==> src/rtl/irrigation_countdown_timer_pkg.sv <==
// rtl/irrigation_countdown_timer_pkg.sv - shared state, BCD limits and digit widths for the irrigation timer
package irrigation_timer_pkg;

    typedef enum logic {
        COUNTING = 1'b0,
        EXPIRED  = 1'b1
    } timer_state_t;

    // Largest value each BCD digit position may hold
    localparam int SEC_D_MAX = 5;
    localparam int DIGIT_MAX = 9;
    localparam int MIN_D_MAX = 3;

    // Digit widths, also used by the timer reset logic for zero detection
    localparam int MIN_D_W = 2;
    localparam int MIN_U_W = 4;
    localparam int SEC_D_W = 3;
    localparam int SEC_U_W = 4;

    // Largest preset that fits the minutes digits
    localparam int PRESET_MINUTES_MAX = 39;

endpackage

==> src/rtl/irrigation_countdown_timer_if.sv <==
// rtl/irrigation_countdown_timer_if.sv - mode select and MM:SS digit/status bundle of the irrigation timer
interface irrigation_countdown_timer_if;
    import irrigation_timer_pkg::*;

    logic               splinker_mode_on;
    logic [MIN_D_W-1:0] minutes_d;
    logic [MIN_U_W-1:0] minutes_u;
    logic [SEC_D_W-1:0] seconds_d;
    logic [SEC_U_W-1:0] seconds_u;
    logic               second_tick;
    logic               expired;

    // Master selects the mode and observes the count
    modport master (
        output splinker_mode_on,
        input  minutes_d,
        input  minutes_u,
        input  seconds_d,
        input  seconds_u,
        input  second_tick,
        input  expired
    );

    // Slave is the timer itself
    modport slave (
        input  splinker_mode_on,
        output minutes_d,
        output minutes_u,
        output seconds_d,
        output seconds_u,
        output second_tick,
        output expired
    );

endinterface

==> src/rtl/irrigation_countdown_timer_bcd_down_digit.sv <==
// rtl/irrigation_countdown_timer_bcd_down_digit.sv - one BCD down-counting digit with borrow in/out
module bcd_down_digit #(
    parameter int WIDTH     = 4,
    parameter int MAX_VALUE = 9
) (
    input  logic             clock,
    input  logic             load,
    input  logic [WIDTH-1:0] load_value,
    input  logic             dec_en,
    input  logic             borrow_in,
    output logic [WIDTH-1:0] digit,
    output logic             borrow_out
);

    // A digit at zero passes the borrow on to the next more significant digit
    assign borrow_out = borrow_in && (digit == '0);

    // Load wins; otherwise step down when this digit is reached by the borrow chain
    always_ff @(posedge clock) begin
        if (load) begin
            digit <= load_value;
        end else if (dec_en && borrow_in) begin
            if (digit == '0) begin
                digit <= WIDTH'(MAX_VALUE);
            end else begin
                digit <= digit - WIDTH'(1);
            end
        end
    end

endmodule

==> src/rtl/irrigation_countdown_timer.sv <==
// rtl/irrigation_countdown_timer.sv - per-mode MM:SS BCD countdown with one-second prescaler and expiry flag
module irrigation_countdown_timer
    import irrigation_timer_pkg::*;
#(
    parameter int CLOCKS_PER_SECOND = 50_000_000,
    parameter int SPRINKLER_MINUTES = 5,
    parameter int DRIP_MINUTES      = 15
) (
    input  logic                       clock,
    input  logic                       reset,
    irrigation_countdown_timer_if.slave bus
);

    // Out-of-range parameters stop elaboration
    generate
        if (CLOCKS_PER_SECOND < 1) begin : g_bad_cps
            $error("irrigation_countdown_timer: CLOCKS_PER_SECOND must be at least 1");
        end
        if (SPRINKLER_MINUTES < 0 || SPRINKLER_MINUTES > PRESET_MINUTES_MAX) begin : g_bad_spr
            $error("irrigation_countdown_timer: SPRINKLER_MINUTES must be within 0..39");
        end
        if (DRIP_MINUTES < 0 || DRIP_MINUTES > PRESET_MINUTES_MAX) begin : g_bad_drip
            $error("irrigation_countdown_timer: DRIP_MINUTES must be within 0..39");
        end
    endgenerate

    localparam int PRESC_W = (CLOCKS_PER_SECOND > 1) ? $clog2(CLOCKS_PER_SECOND) : 1;
    localparam logic [PRESC_W-1:0] PRESC_LAST = PRESC_W'(CLOCKS_PER_SECOND - 1);

    // Presets split into BCD digits at elaboration time
    localparam logic [MIN_D_W-1:0] SPR_MIN_D  = MIN_D_W'(SPRINKLER_MINUTES / 10);
    localparam logic [MIN_U_W-1:0] SPR_MIN_U  = MIN_U_W'(SPRINKLER_MINUTES % 10);
    localparam logic [MIN_D_W-1:0] DRIP_MIN_D = MIN_D_W'(DRIP_MINUTES / 10);
    localparam logic [MIN_U_W-1:0] DRIP_MIN_U = MIN_U_W'(DRIP_MINUTES % 10);

    timer_state_t       state;
    logic [PRESC_W-1:0] prescaler;
    logic               second_tick_q;
    logic               expired_q;

    logic [MIN_D_W-1:0] min_d;
    logic [MIN_U_W-1:0] min_u;
    logic [SEC_D_W-1:0] sec_d;
    logic [SEC_U_W-1:0] sec_u;
    logic [MIN_D_W-1:0] load_min_d;
    logic [MIN_U_W-1:0] load_min_u;

    logic borrow_sec_u;
    logic borrow_sec_d;
    logic borrow_min_u;
    logic at_zero;
    logic at_one;
    logic terminal;
    logic dec_en;

    assign load_min_d = bus.splinker_mode_on ? SPR_MIN_D : DRIP_MIN_D;
    assign load_min_u = bus.splinker_mode_on ? SPR_MIN_U : DRIP_MIN_U;

    assign terminal = (prescaler == PRESC_LAST);
    assign at_one   = (min_d == '0) && (min_u == '0) && (sec_d == '0) && (sec_u == SEC_U_W'(1));

    // Digits move only on a counting terminal edge that reset does not override
    assign dec_en = !reset && (state == COUNTING) && terminal && !at_zero;

    bcd_down_digit #(.WIDTH(SEC_U_W), .MAX_VALUE(DIGIT_MAX)) u_sec_u (
        .clock      (clock),
        .load       (reset),
        .load_value (SEC_U_W'(0)),
        .dec_en     (dec_en),
        .borrow_in  (1'b1),
        .digit      (sec_u),
        .borrow_out (borrow_sec_u)
    );

    bcd_down_digit #(.WIDTH(SEC_D_W), .MAX_VALUE(SEC_D_MAX)) u_sec_d (
        .clock      (clock),
        .load       (reset),
        .load_value (SEC_D_W'(0)),
        .dec_en     (dec_en),
        .borrow_in  (borrow_sec_u),
        .digit      (sec_d),
        .borrow_out (borrow_sec_d)
    );

    bcd_down_digit #(.WIDTH(MIN_U_W), .MAX_VALUE(DIGIT_MAX)) u_min_u (
        .clock      (clock),
        .load       (reset),
        .load_value (load_min_u),
        .dec_en     (dec_en),
        .borrow_in  (borrow_sec_d),
        .digit      (min_u),
        .borrow_out (borrow_min_u)
    );

    // A borrow out of the top digit means every digit is zero
    bcd_down_digit #(.WIDTH(MIN_D_W), .MAX_VALUE(MIN_D_MAX)) u_min_d (
        .clock      (clock),
        .load       (reset),
        .load_value (load_min_d),
        .dec_en     (dec_en),
        .borrow_in  (borrow_min_u),
        .digit      (min_d),
        .borrow_out (at_zero)
    );

    // Control FSM: prescaler, tick pulse and expiry with registered outputs
    always_ff @(posedge clock) begin
        if (reset) begin
            state         <= COUNTING;
            prescaler     <= '0;
            second_tick_q <= 1'b0;
            expired_q     <= 1'b0;
        end else begin
            case (state)
                COUNTING: begin
                    if (at_zero) begin
                        // Zero preset: nothing to count, expire right away
                        state         <= EXPIRED;
                        second_tick_q <= 1'b0;
                        expired_q     <= 1'b1;
                    end else if (terminal) begin
                        prescaler     <= '0;
                        second_tick_q <= 1'b1;
                        if (at_one) begin
                            state     <= EXPIRED;
                            expired_q <= 1'b1;
                        end
                    end else begin
                        prescaler     <= prescaler + PRESC_W'(1);
                        second_tick_q <= 1'b0;
                    end
                end
                EXPIRED: begin
                    second_tick_q <= 1'b0;
                    expired_q     <= 1'b1;
                end
                default: begin
                    state         <= COUNTING;
                    second_tick_q <= 1'b0;
                    expired_q     <= 1'b0;
                end
            endcase
        end
    end

    assign bus.minutes_d   = min_d;
    assign bus.minutes_u   = min_u;
    assign bus.seconds_d   = sec_d;
    assign bus.seconds_u   = sec_u;
    assign bus.second_tick = second_tick_q;
    assign bus.expired     = expired_q;

endmodule

==> src/flat_wrapper.sv <==
// flat-port wrapper written by rule: the top's interface ports become plain ports
module irrigation_countdown_timer_flat import irrigation_timer_pkg::*;
#(
    parameter int CLOCKS_PER_SECOND = 50_000_000,
    parameter int SPRINKLER_MINUTES = 5,
    parameter int DRIP_MINUTES      = 15
)
  (clock, reset, bus_splinker_mode_on, bus_minutes_d, bus_minutes_u, bus_seconds_d, bus_seconds_u, bus_second_tick, bus_expired);
  irrigation_countdown_timer_if bus_i ();
  input  logic clock;
  input  logic reset;
  input wire logic [$bits(bus_i.splinker_mode_on)-1:0] bus_splinker_mode_on;
  output wire logic [$bits(bus_i.minutes_d)-1:0] bus_minutes_d;
  output wire logic [$bits(bus_i.minutes_u)-1:0] bus_minutes_u;
  output wire logic [$bits(bus_i.seconds_d)-1:0] bus_seconds_d;
  output wire logic [$bits(bus_i.seconds_u)-1:0] bus_seconds_u;
  output wire logic [$bits(bus_i.second_tick)-1:0] bus_second_tick;
  output wire logic [$bits(bus_i.expired)-1:0] bus_expired;
  assign bus_i.splinker_mode_on = bus_splinker_mode_on;
  assign bus_minutes_d = bus_i.minutes_d;
  assign bus_minutes_u = bus_i.minutes_u;
  assign bus_seconds_d = bus_i.seconds_d;
  assign bus_seconds_u = bus_i.seconds_u;
  assign bus_second_tick = bus_i.second_tick;
  assign bus_expired = bus_i.expired;
  irrigation_countdown_timer #(.CLOCKS_PER_SECOND(CLOCKS_PER_SECOND), .SPRINKLER_MINUTES(SPRINKLER_MINUTES), .DRIP_MINUTES(DRIP_MINUTES)) u_core (.clock(clock), .reset(reset), .bus(bus_i));
endmodule
==> config.mk <==
export PLATFORM = sky130hd
export DESIGN_NAME = irrigation_countdown_timer_flat
export DESIGN_NICKNAME = d
export VERILOG_FILES = /design/src/rtl/irrigation_countdown_timer_pkg.sv /design/src/rtl/irrigation_countdown_timer_if.sv /design/src/rtl/irrigation_countdown_timer_bcd_down_digit.sv /design/src/rtl/irrigation_countdown_timer.sv /design/src/flat_wrapper.sv
export SDC_FILE = /design/constraint.sdc
export NUM_CORES = 1
export LEC_CHECK = 0
export CORE_ASPECT_RATIO = 1.75
export CORE_UTILIZATION = 57
export CTS_BUF_LIST = sky130_fd_sc_hd__clkbuf_16
export DETAILED_ROUTE_END_ITERATION = 12
export GPL_ROUTABILITY_DRIVEN = 0
export HOLD_SLACK_MARGIN = 0.15
export PLACE_DENSITY = 0.88
export SYNTH_ARGS = -nofsm -noshare
export SYNTH_HDL_FRONTEND = slang
export SYNTH_SLANG_ARGS = --single-unit
==> constraint.sdc <==
create_clock -name clock -period 2.74 [get_ports clock]
set_input_delay 0.274 -clock clock [delete_from_list [all_inputs] [get_ports clock]]
set_output_delay 0.274 -clock clock [all_outputs]
set_load 0.02 [all_outputs]
# Yosys cells after proc, flatten, opt, wreduce, memory -nomap -nowiden
# Index checks and enable logic that the tools add are counted.
# word_totals
register_bits,42
in_bits,3
output_inout_bits,15
# classes
n_addsub,5
n_eq_ne,4
mux,19
n_bitwise,2
reduce_logical,21
# ops
op,n
$add A26 B1 Y26 const B,1
$eq A26 B26 Y1 const B,1
$mux W26,1
$logic_and A1 B1 Y1,12
$mux W1,10
$logic_not A4 Y1,2
$mux W4,2
$sub A4 B1 Y4 const B,2
$mux W2,3
$ne A3 B1 Y1 const B,2
$eq A4 B1 Y1 const B,1
$pmux W1 S2,2
$reduce_and A2 Y1,2
$logic_not A3 Y1,1
$mux W3,1
$sub A3 B1 Y3 const B,1
$logic_not A1 Y1,2
$logic_not A2 Y1,1
$not A1 Y1,2
$reduce_bool A2 Y1,1
$sub A2 B1 Y2 const B,1

# Depth between registers and ports, before layout
# logic_depth
ltp_word,9
depth_mapped,7

# Cells and area by module
# From an unflattened synthesis, not the netlist that was laid out.
# hier_totals
hier_cells,257
area_unflattened_um2,2274.7
# by_module_without_submodules
module,n_inst,cells_each,area_per_inst_um2,seq_area_each_um2
irrigation_countdown_timer,1,183,1546.5,580.6
bcd_down_digit at u_core.u_min_u ...,2,23,219.0,120.1
bcd_down_digit at u_core.u_sec_d,1,17,177.7,90.1
bcd_down_digit at u_core.u_min_d,1,11,112.6,60.1

# Least setup slack after synthesis
# No wires, ideal clock.
# synth_timing
kind,register -> register
startpoint,register u_core.u_min_d.digit[0]
endpoint,register u_core.u_sec_d.digit[2]
t_arrival_ps,1984
setup_slack_ps,685
stages_incl_launch_ff,7
n_path_buf,0
period_less_slack_ps,2055
path_cell_list,edfxtp_1 inv_1 ha_1 and4_1 or4_4 or4b_1 a21oi_1
# synth_between
elab_chain_cells,5
# synth_lines
item,line,rtl
"start, declared",irrigation_countdown_timer_bcd_down_digit.sv:11,"output logic [WIDTH-1:0] digit,"
"start signal, assigned",irrigation_countdown_timer_bcd_down_digit.sv:21,digit <= load_value;
"start signal, assigned",irrigation_countdown_timer_bcd_down_digit.sv:24,digit <= WIDTH'(MAX_VALUE);
"start signal, assigned",irrigation_countdown_timer_bcd_down_digit.sv:26,digit <= digit - WIDTH'(1);
$logic_not A2 Y1,irrigation_countdown_timer_bcd_down_digit.sv:16,assign borrow_out = borrow_in && (digit == '0);
$logic_and A1 B1 Y1,irrigation_countdown_timer_bcd_down_digit.sv:16,
$logic_not A1 Y1,irrigation_countdown_timer.sv:63,assign dec_en = !reset && (state == COUNTING) && terminal && !at_zero;
$logic_and A1 B1 Y1,irrigation_countdown_timer.sv:63,
$logic_and A1 B1 Y1,irrigation_countdown_timer_bcd_down_digit.sv:22,end else if (dec_en && borrow_in) begin
"end signal, assigned",irrigation_countdown_timer_bcd_down_digit.sv:21,
"end signal, assigned",irrigation_countdown_timer_bcd_down_digit.sv:24,
"end signal, assigned",irrigation_countdown_timer_bcd_down_digit.sv:26,
"end, declared",irrigation_countdown_timer_bcd_down_digit.sv:11,
# No other way between the ends.
# A chain may end at the register's enable or synchronous reset.

# Worst setup path in the final report
# layout_timing
startpoint,register u_core.prescaler[0]
endpoint,register u_core.u_sec_d.digit[2]
# layout_between
elab_chain_cells,4
# layout_lines
item,line,rtl
"start, declared",irrigation_countdown_timer.sv:37,logic [PRESC_W-1:0] prescaler;
"start signal, assigned",irrigation_countdown_timer.sv:129,prescaler <= prescaler + PRESC_W'(1);
$eq A26 B26 Y1,irrigation_countdown_timer.sv:59,assign terminal = (prescaler == PRESC_LAST);
$logic_and A1 B1 Y1 (2 in a row),irrigation_countdown_timer.sv:63,
$logic_and A1 B1 Y1,irrigation_countdown_timer_bcd_down_digit.sv:22,
# No other way between the ends.

==> metrics.txt <==
CP max stage cell=or4_4; Worst R2R Path Depth=6; f_max=452 MHz; share of layout cells above drive strength 1=5.70%; top-count cell post-synth=dfxtp_1; H-tree Lvls=2; post-DR wirelength/cell=15.1 um; first-pass GRT wire length=7.29 mm; Layout area overhead=17.5%; Nets=267; Commonest cells post-synth=dfxtp_1 (40), nor2_1 (35), xnor2_1 (20), a21oi_1 (14), nor4_1 (14); CP top delay family=simple AND/OR/NAND/NOR gates; switching share of power=20.0%; via count=1,888; final setup violation count=0; Hold Path Origin=u_core.bus.expired$_SDFFE_PP0P_; worst-margin pin slew=0.529 ns; Post-CTS Resized=0; Gate power share=3.2%; drt total wl=4.64 mm; WS Path Type=reg -> reg; largest net degree at the start of global routing=23; Synth Flop Type=dfxtp_1; register clock-pin slew on the reported worst setup and hold paths=0.06 ns; synth top area cells=dfxtp_1 (38%), xnor2_1 (8.4%), nor2_1 (6.3%); Port Buf Inserts=17; Slew Limit Fails=0; worst-path cell chain=ha_1 -> and4b_1 -> nand4_1 -> or4_4 -> or4b_1 -> a21oi_1; initial core utilization=60.9%; Pre-antenna DRT Iters=4; DP HPWL=3.26 mm; final hold violations=0; cell taking the most area after synthesis=dfxtp_1; Die Area=3920 um^2; cts hold-fix bufs=0; worst r2r src=u_core.prescaler[0]$_SDFFE_PP0P_; sum of buffers and inverters on the critical path=0; Avg Synthesized Cell Area=8.53 um^2; number of global-route vias before repair=1,731; headroom to the max-slew limit=64.7%; DRC=0; clk sink count=42; Root Buffer=clkbuf_16; critical path launch point type=flip-flop; critical path arrival=2.44 ns; Post-synth EDFFs=2; Routed Antenna Nets=0; Tot Pwr=1.33 mW; core area=3430 um^2; R2R setup slack=0.53 ns; Synth top area share=38.3%; Clock Latency Late Sink=0.29 ns; io pins=18; syn_nets=250; Post-CTS Setup Bufs=0; Pint=1.07 mW; grt ovf=0; Die Width=47.8 um; Async S/R FF share, synth=0%; number of cells on the critical path=6; Max Cap Violations=0; CP peak stage delay=0.56 ns; antenna violations before repair=0; CTS tree=done; PD cells=542 nW/um^2; NetSw=0.266 mW; post-synthesis cell area=2090 um^2; final worst path period share=80.8%; Seq/Total Area, Yosys=41.2%; Min-Delay Path Class=reg -> reg; Static Leak=0.784 nW; Cell Rows=28; Crit. End Element=flip-flop; hold depth=2; minimum clock period=2.21 ns; overall die height=82.1 um; initial DRC count=55; Worst Path Required=2.96 ns; #FFs+latches synth=42; Worst Skew=0.00435 ns; peak supply drop=0.000714 V; ANT cells=0; GR Util All Layers=25.9%; hold path endpoint=u_core.bus.expired$_SDFFE_PP0P_; Clk pwr share=49.6%; sequential share of power=47.1%; Via density=6.13; clock tree buffer depth=2; CP Max Fanout=5; RR Endpoint=u_core.u_sec_d.digit[2]$_SDFFE_PP0P_; Yosys warning total=0; RSZ-0062 raised after global routing=false; post-synthesis cell count=245; status=finished clean; setup_tns=0 ns; TritonCTS Buffers=5; Synth cell types=42
==> layout by cell type, fill, tap and decap left out, drive strengths merged, types with 13 or more instances in the layout <==
cell,instances
nand2,13
nor2,35
a21oi,14
xnor2,20
nor4,15
clkdlybuf4s50,17
dfxtp,40
nand3,14
==> layer usage <==
layer	global-route usage [%]	routed length [um]	part of all wire, %	up-vias
met5	0	0	0	-
met4	13.9	139	3.0	0
met3	6.09	128	2.8	17
met2	45.3	2540	55	35
met1	26.7	1830	39	900
li1	-	-	-	936
==> worst max path at each step <==
stage / endpoint / from / slack (ns)
global route: u_core.u_sec_d.digit[2]$_SDFFE_PP0P_ / u_core.prescaler[0]$_SDFFE_PP0P_ / 0.40
CTS: u_core.u_sec_d.digit[2]$_SDFFE_PP0P_ / u_core.prescaler[0]$_SDFFE_PP0P_ / 0.54
finish: u_core.u_sec_d.digit[2]$_SDFFE_PP0P_ / u_core.prescaler[0]$_SDFFE_PP0P_ / 0.53
global placement: u_core.u_sec_d.digit[2]$_SDFFE_PP0P_ / u_core.prescaler[0]$_SDFFE_PP0P_ / 0.62
floorplan: u_core.u_sec_d.digit[2]$_SDFFE_PP0P_ / u_core.u_min_d.digit[0]$_DFFE_PP_ / 0.69
detailed placement: u_core.u_sec_d.digit[2]$_SDFFE_PP0P_ / u_core.prescaler[0]$_SDFFE_PP0P_ / 0.55
==> sequential cells by signal (all words and copies together), names as in the netlist <==
register	cells
u_core.bus.expired	1
u_core.bus.second_tick	1
u_core.prescaler	26
u_core.state	1
u_core.u_min_d.digit	2
u_core.u_min_u.digit	4
u_core.u_sec_d.digit	3
u_core.u_sec_u.digit	4
==> through the flow <==
stage / cells / hold WS, ns / util, % / setup slack [ns] / cell area [um^2]
after floorplan: 245 / 0.380 / - / 0.685 / 2090
after global placement: 300 / 0.458 / 66.8 / 0.618 / 2290
after detailed placement: 300 / 0.465 / 66.8 / 0.555 / 2290
after CTS: 308 / 0.474 / 71.6 / 0.538 / 2460
after global routing: 308 / 0.498 / 71.6 / 0.401 / 2460
final: 308 / 0.472 / 71.6 / 0.527 / 2460
==> power by group through the flow <==
stage | combinational (mW) | clock [mW] | sequential (mW)
floorplan | 0.0234 | 0 | 0.643
global placement | 0.0406 | 0 | 0.641
detailed placement | 0.0414 | 0 | 0.641
CTS | 0.0429 | 0.666 | 0.628
global route | 0.0461 | 0.693 | 0.629
finish | 0.0430 | 0.662 | 0.628
==> kinds of logic (layout without fill, tap and decap cells) <==
family	count (synthesis)	after routing	share of synthesized area (%)
XOR/XNOR	22	22	9.22
multiplexers	1	1	0.479
AO/OA/AOI/OAI	30	30	8.38
flip-flops	42	42	41.2
buffers and inverters	17	35	3.71
AND/OR/NAND/NOR	131	131	35.8
adder cells (fa/ha/maj)	2	2	1.20
==> area by class of cell <==
| cell class | instances | area [um^2] |
|---|---|---|
| sequential | 42 | 861 |
| clock inverter | 3 | 40.0 |
| timing repair buffer | 21 | 200 |
| multi-input combinational | 186 | 1150 |
| tap | 45 | 56.3 |
| fill | 295 | 976 |
| clock buffer | 5 | 125 |
| inverter | 6 | 22.5 |
==> worst min-delay path, stage by stage (launching register included) <==
cell     delay, ns
dfxtp_1       0.31
inv_1         0.05
a31oi_1       0.06
Note: power is estimated with default switching activity, not from simulation.
